==> config.mk <==
export PLATFORM = sky130hd
export DESIGN_NAME = pipe_csa_adder
export DESIGN_NICKNAME = d
export VERILOG_FILES = /design/src/rtl/pipe_csa_adder.sv
export SDC_FILE = /design/constraint.sdc
export NUM_CORES = 1
export LEC_CHECK = 0
export ABC_AREA = 1
export BUFFER_PORTS_ARGS = -buffer_cell sky130_fd_sc_hd__buf_2
export CORE_ASPECT_RATIO = 0.9
export CORE_MARGIN = 2
export CORE_UTILIZATION = 45
export CTS_CLUSTER_SIZE = 40
export DETAILED_ROUTE_END_ITERATION = 8
export PLACE_DENSITY = 0.74
export SKIP_CTS_REPAIR_TIMING = 1
export SYNTH_ARGS = -nofsm -noshare
export SYNTH_HDL_FRONTEND = slang
export SYNTH_SLANG_ARGS = --single-unit
==> constraint.sdc <==
create_clock -name clk -period 5.55 [get_ports clk]
set_clock_uncertainty 0.1 [all_clocks]
set_input_delay 0.8325 -clock clk [delete_from_list [all_inputs] [get_ports clk]]
set_output_delay 0.8325 -clock clk [all_outputs]
set_load 0.05 [all_outputs]
==> src/rtl/pipe_csa_adder.sv <==
// Pipelined carry-select adder/subtractor: one SEG-bit segment per stage, with carries
// and the not-yet-consumed operand bits passed down the pipe in registers.
module pipe_csa_adder #(
  parameter int unsigned WIDTH = 32,
  parameter int unsigned SEG   = 8
) (
  input  logic             clk,
  input  logic             rst,
  input  logic             in_valid,
  output logic             in_ready,
  input  logic [WIDTH-1:0] A,
  input  logic [WIDTH-1:0] B,
  input  logic             Cin,
  input  logic             sub,
  output logic             out_valid,
  input  logic             out_ready,
  output logic [WIDTH-1:0] Sum,
  output logic             Cout,
  output logic             ofOut,
  output logic             zero
);

  localparam int unsigned NSEG = WIDTH / SEG;

  if (SEG < 2 || SEG > WIDTH || (WIDTH % SEG) != 0) begin : g_param_check
    $error("pipe_csa_adder: SEG must be in 2..WIDTH and divide WIDTH");
  end

  logic [WIDTH-1:0] b_eff;
  logic             cin_eff;
  logic             advance;
  logic             of_q;

  // Subtraction is A + ~B + ~Cin, folded in before the first stage.
  assign b_eff   = sub ? ~B : B;
  assign cin_eff = Cin ^ sub;

  // Both candidate sums are formed; the incoming carry only drives the final select.
  function automatic logic [SEG:0] csel_add(input logic [SEG-1:0] a,
                                            input logic [SEG-1:0] b,
                                            input logic           c);
    logic [SEG:0] r0;
    logic [SEG:0] r1;
    r0 = {1'b0, a} + {1'b0, b};
    r1 = {1'b0, a} + {1'b0, b} + {{SEG{1'b0}}, 1'b1};
    return c ? r1 : r0;
  endfunction

  for (genvar g = 0; g < NSEG; g++) begin : g_stage
    localparam int unsigned Lo = g * SEG;
    localparam int unsigned Hi = Lo + SEG - 1;

    // Operand bits still to be consumed from this stage upward.
    logic [WIDTH-1:Lo] op_a;
    logic [WIDTH-1:Lo] op_b;
    logic              cin_s;
    logic              zin_s;
    logic              vin_s;
    logic [SEG:0]      seg;
    logic [Hi:0]       sum_d;
    logic [Hi:0]       sum_q;
    logic              cy_q;
    logic              zero_q;
    logic              valid_q;

    assign seg = csel_add(op_a[Hi:Lo], op_b[Hi:Lo], cin_s);

    if (g == 0) begin : g_in
      assign op_a  = A;
      assign op_b  = b_eff;
      assign cin_s = cin_eff;
      assign zin_s = 1'b1;
      assign vin_s = in_valid && in_ready;
      assign sum_d = seg[SEG-1:0];
    end else begin : g_in
      assign op_a  = g_stage[g-1].g_rem.a_q;
      assign op_b  = g_stage[g-1].g_rem.b_q;
      assign cin_s = g_stage[g-1].cy_q;
      assign zin_s = g_stage[g-1].zero_q;
      assign vin_s = g_stage[g-1].valid_q;
      assign sum_d = {seg[SEG-1:0], g_stage[g-1].sum_q};
    end

    always_ff @(posedge clk) begin
      if (rst) begin
        valid_q <= 1'b0;
        sum_q   <= '0;
        cy_q    <= 1'b0;
        zero_q  <= 1'b0;
      end else if (advance) begin
        valid_q <= vin_s;
        sum_q   <= sum_d;
        cy_q    <= seg[SEG];
        zero_q  <= zin_s && (seg[SEG-1:0] == '0);
      end
    end

    if (g < NSEG - 1) begin : g_rem
      logic [WIDTH-1:Hi+1] a_q;
      logic [WIDTH-1:Hi+1] b_q;

      always_ff @(posedge clk) begin
        if (rst) begin
          a_q <= '0;
          b_q <= '0;
        end else if (advance) begin
          a_q <= op_a[WIDTH-1:Hi+1];
          b_q <= op_b[WIDTH-1:Hi+1];
        end
      end
    end

    if (g == NSEG - 1) begin : g_last
      // Carry into the MSB is recovered as sum ^ a ^ b at that bit.
      always_ff @(posedge clk) begin
        if (rst) begin
          of_q <= 1'b0;
        end else if (advance) begin
          of_q <= seg[SEG] ^ seg[SEG-1] ^ op_a[Hi] ^ op_b[Hi];
        end
      end
    end
  end

  assign out_valid = g_stage[NSEG-1].valid_q;
  assign advance   = !out_valid || out_ready;
  assign in_ready  = advance && !rst;

  assign Sum   = g_stage[NSEG-1].sum_q;
  assign Cout  = g_stage[NSEG-1].cy_q;
  assign ofOut = of_q;
  assign zero  = g_stage[NSEG-1].zero_q;

endmodule

==> run metrics <==
met3 WL post-DR 734 µm; Clock Sinks 189; PwrDens 316.7 nW/µm²; reg2reg path depth 6; Post-DRT Antenna Nets 0; CP required 5810 ps; Die ar. 20980 µm²; DR top layer met4; CTS tree done; WL met2 8.391 mm; Max Transition Viols Final 0; crit path max fanout 33; Yosys Warn Count 0; DRC errors left 0; crit end category register; final worst-path cycle share 55.35%; mapped cell area 8925 µm²; Port Buffers 106; reg2reg start out_valid$_SDFFE_PP0N_; CTS clk-pin slew, worst paths 70 ps; CTS Buffer Depth 2; hold violation count in the final report 0; Synth area leaders dfxtp_1 42%, nor2_1 11%, o21ai_0 9.8%; number of vias per cell 4.891; Peak Freq 325.5 MHz; Setup crit end g_stage[0].zero_q$_SDFFE_PP0N_; detailed-route via count 7483; largest net degree at the start of global routing 145; startpoint types input port; WP data arrival 3340 ps; cts bufs inserted 17; initial antenna violation count 1; status finished, final reports clean; initial core utilization 46.15%; first-pass GRT wire length 30.28 mm; IO Pins 107; FF-to-FF End g_stage[1].sum_q[12]$_SDFFE_PP0N_; Layout area overhead 13.52%; Clock Latency Late Sink 440 ps; vias in the first global route 6713; Slew @ Worst Pin 948.7 ps; Netlist cell types 36; Synth top area share 42.39%; Hold Path Stages 2; wire per inst 11.90 µm; Crit Path Class in -> reg; MaxCap Viol Count 0; wire length on met1 8.894 mm; Max IR drop VDD 0.1925 mV; GRT Overall Usage 17.50%; drt pass-1 iters 5; Post-DP HPWL 12.33 mm; clk root buf clkbuf_16; final instance area 10130 µm²; setup TNS 0 ps; Gate Count Post-Synth 1199; total core area 19340 µm²; Chip Height 137.6 µm; layout cells sized above 1 14.15%; GP Congestion 0.8624; syn nets 1309; register area share after synthesis 42.39%; Final min period 3072 ps; leading area contributor after synthesis dfxtp_1; Yosys reg bits 189; RSZ-0062 raised after global routing no; Leak Pwr 4.995 nW; row count 48; synthesized area per cell 7.444 µm²; GR Overflow Total 0; CTS H-tree depth 4; DR iter-0 viols 507; r2r setup slk 2900 ps; Die Wd 152.4 µm; DP Area 9562 µm²; CP Launch Point sub; Slew headroom 36.76%; Layout Nets 1376; final WL 18.20 mm; fin util 52.39%; Tightest Hold Check Type reg -> reg; # setup viols final 0
-- per-stage QoR --
| stage | total power [W] | hold WS, ps | cells | setup slack (ps) |
|---|---|---|---|---|
| final | 0.003209 | 340.8 | 1530 | 2478 |
| after detailed placement | 0.002075 | 336.6 | 1497 | 1997 |
| after floorplan | 0.001951 | 320.5 | 1199 | 2193 |
| after global placement | 0.002061 | 332.4 | 1497 | 2016 |
| after global routing | 0.003376 | 369.6 | 1529 | 2167 |
| after CTS | 0.003238 | 345.9 | 1529 | 2444 |
-- state kept, by name (all words and copies together) (netlist names), 3 cells and up --
register,count
Sum,32
g_stage.cy_q,3
g_stage.g_rem.a_q,48
g_stage.g_rem.b_q,48
g_stage.sum_q,48
g_stage.valid_q,3
g_stage.zero_q,3
-- worst min path at each step --
stage	start	to	slack, ps
after floorplan	g_stage[0].g_rem.b_q[16]$_SDFFE_PP0N_	g_stage[1].g_rem.b_q[16]$_SDFFE_PP0N_	320
after global placement	g_stage[0].g_rem.b_q[26]$_SDFFE_PP0N_	g_stage[1].g_rem.b_q[26]$_SDFFE_PP0N_	330
after detailed placement	g_stage[0].g_rem.b_q[26]$_SDFFE_PP0N_	g_stage[1].g_rem.b_q[26]$_SDFFE_PP0N_	340
after CTS	g_stage[0].g_rem.b_q[26]$_SDFFE_PP0N_	g_stage[1].g_rem.b_q[26]$_SDFFE_PP0N_	350
after global routing	g_stage[2].valid_q$_SDFFE_PP0N_	g_stage[2].valid_q$_SDFFE_PP0N_	370
final	g_stage[0].g_rem.b_q[26]$_SDFFE_PP0N_	g_stage[1].g_rem.b_q[26]$_SDFFE_PP0N_	340
-- report_power, final --
part	switching, W	leakage, nW	internal [W]
logic	0.000335	3.17	0.000189
clock network	0.000562	0.271	0.000602
registers	0.0000546	1.56	0.00147
total	0.000951	5.00	0.00226
-- cell usage after synthesis, drive strengths merged --
master and count:
nor2 277, dfxtp 189, o21ai 179, nand2 136
a21oi 81, inv 80, clkbuf 52, nand3 47
xnor2 41, ha 36, xor2 21, nand4 15
buf 12, o211ai 8, nor3 5, fa 4
nand3b 4, or2 4, a21o 2, clkinv 2
a211oi 1, nor3b 1, o21a 1, o22ai 1
-- cell families (layout without fill, tap and decap cells) --
logic type	Yosys count	in the layout	share of synthesized area (%)
XOR/XNOR	62	62	6.505
flip-flops	189	189	42.39
AND/OR/NAND/NOR	489	489	23.05
AO/OA/AOI/OAI	273	273	15.70
adder cells (fa/ha/maj)	40	40	5.944
other	0	1	0
buffers and inverters	146	226	6.407
-- layout by cell type (no fill, tap or decap), types with 15 or more instances in the layout --
cell type	count
clkbuf_16	17
ha_1	36
inv_1	76
xor2_1	16
buf_2	106
xnor2_1	41
nand4_1	15
a21oi_1	80
dfxtp_1	189
nor2_1	269
o21ai_0	175
nand2_1	130
nand3_1	37
-- layout make-up --
cell class / count / area [µm²]
clock buffer: 18 / 439.2
sequential: 189 / 3784
inverter: 82 / 315.3
timing repair buffer: 112 / 575.6
antenna: 1 / 2.502
fill: 1914 / 9208
tap: 250 / 312.8
clock inverter: 14 / 127.6
multi-input combinational: 864 / 4574
-- per-layer routing --
layer | track usage [%] | vias up
met5 | 0 | -
met1 | 22.57 | 3300
met4 | 4.938 | 0
li1 | - | 4047
met2 | 29.53 | 118
met3 | 4.215 | 18
-- worst max-delay path, cell delays in order --
cell and delay (ps):
buf_2 90, buf_4 470, xnor2_1 210, fa_1 590, inv_1 60, ha_1 280, nand2_1 70, o211ai_1 100
nor3b_1 250, nand3_1 90, nor2_1 100, nand3_1 80, a21oi_1 120
No activity file was read; power rests on OpenSTA's default activity.
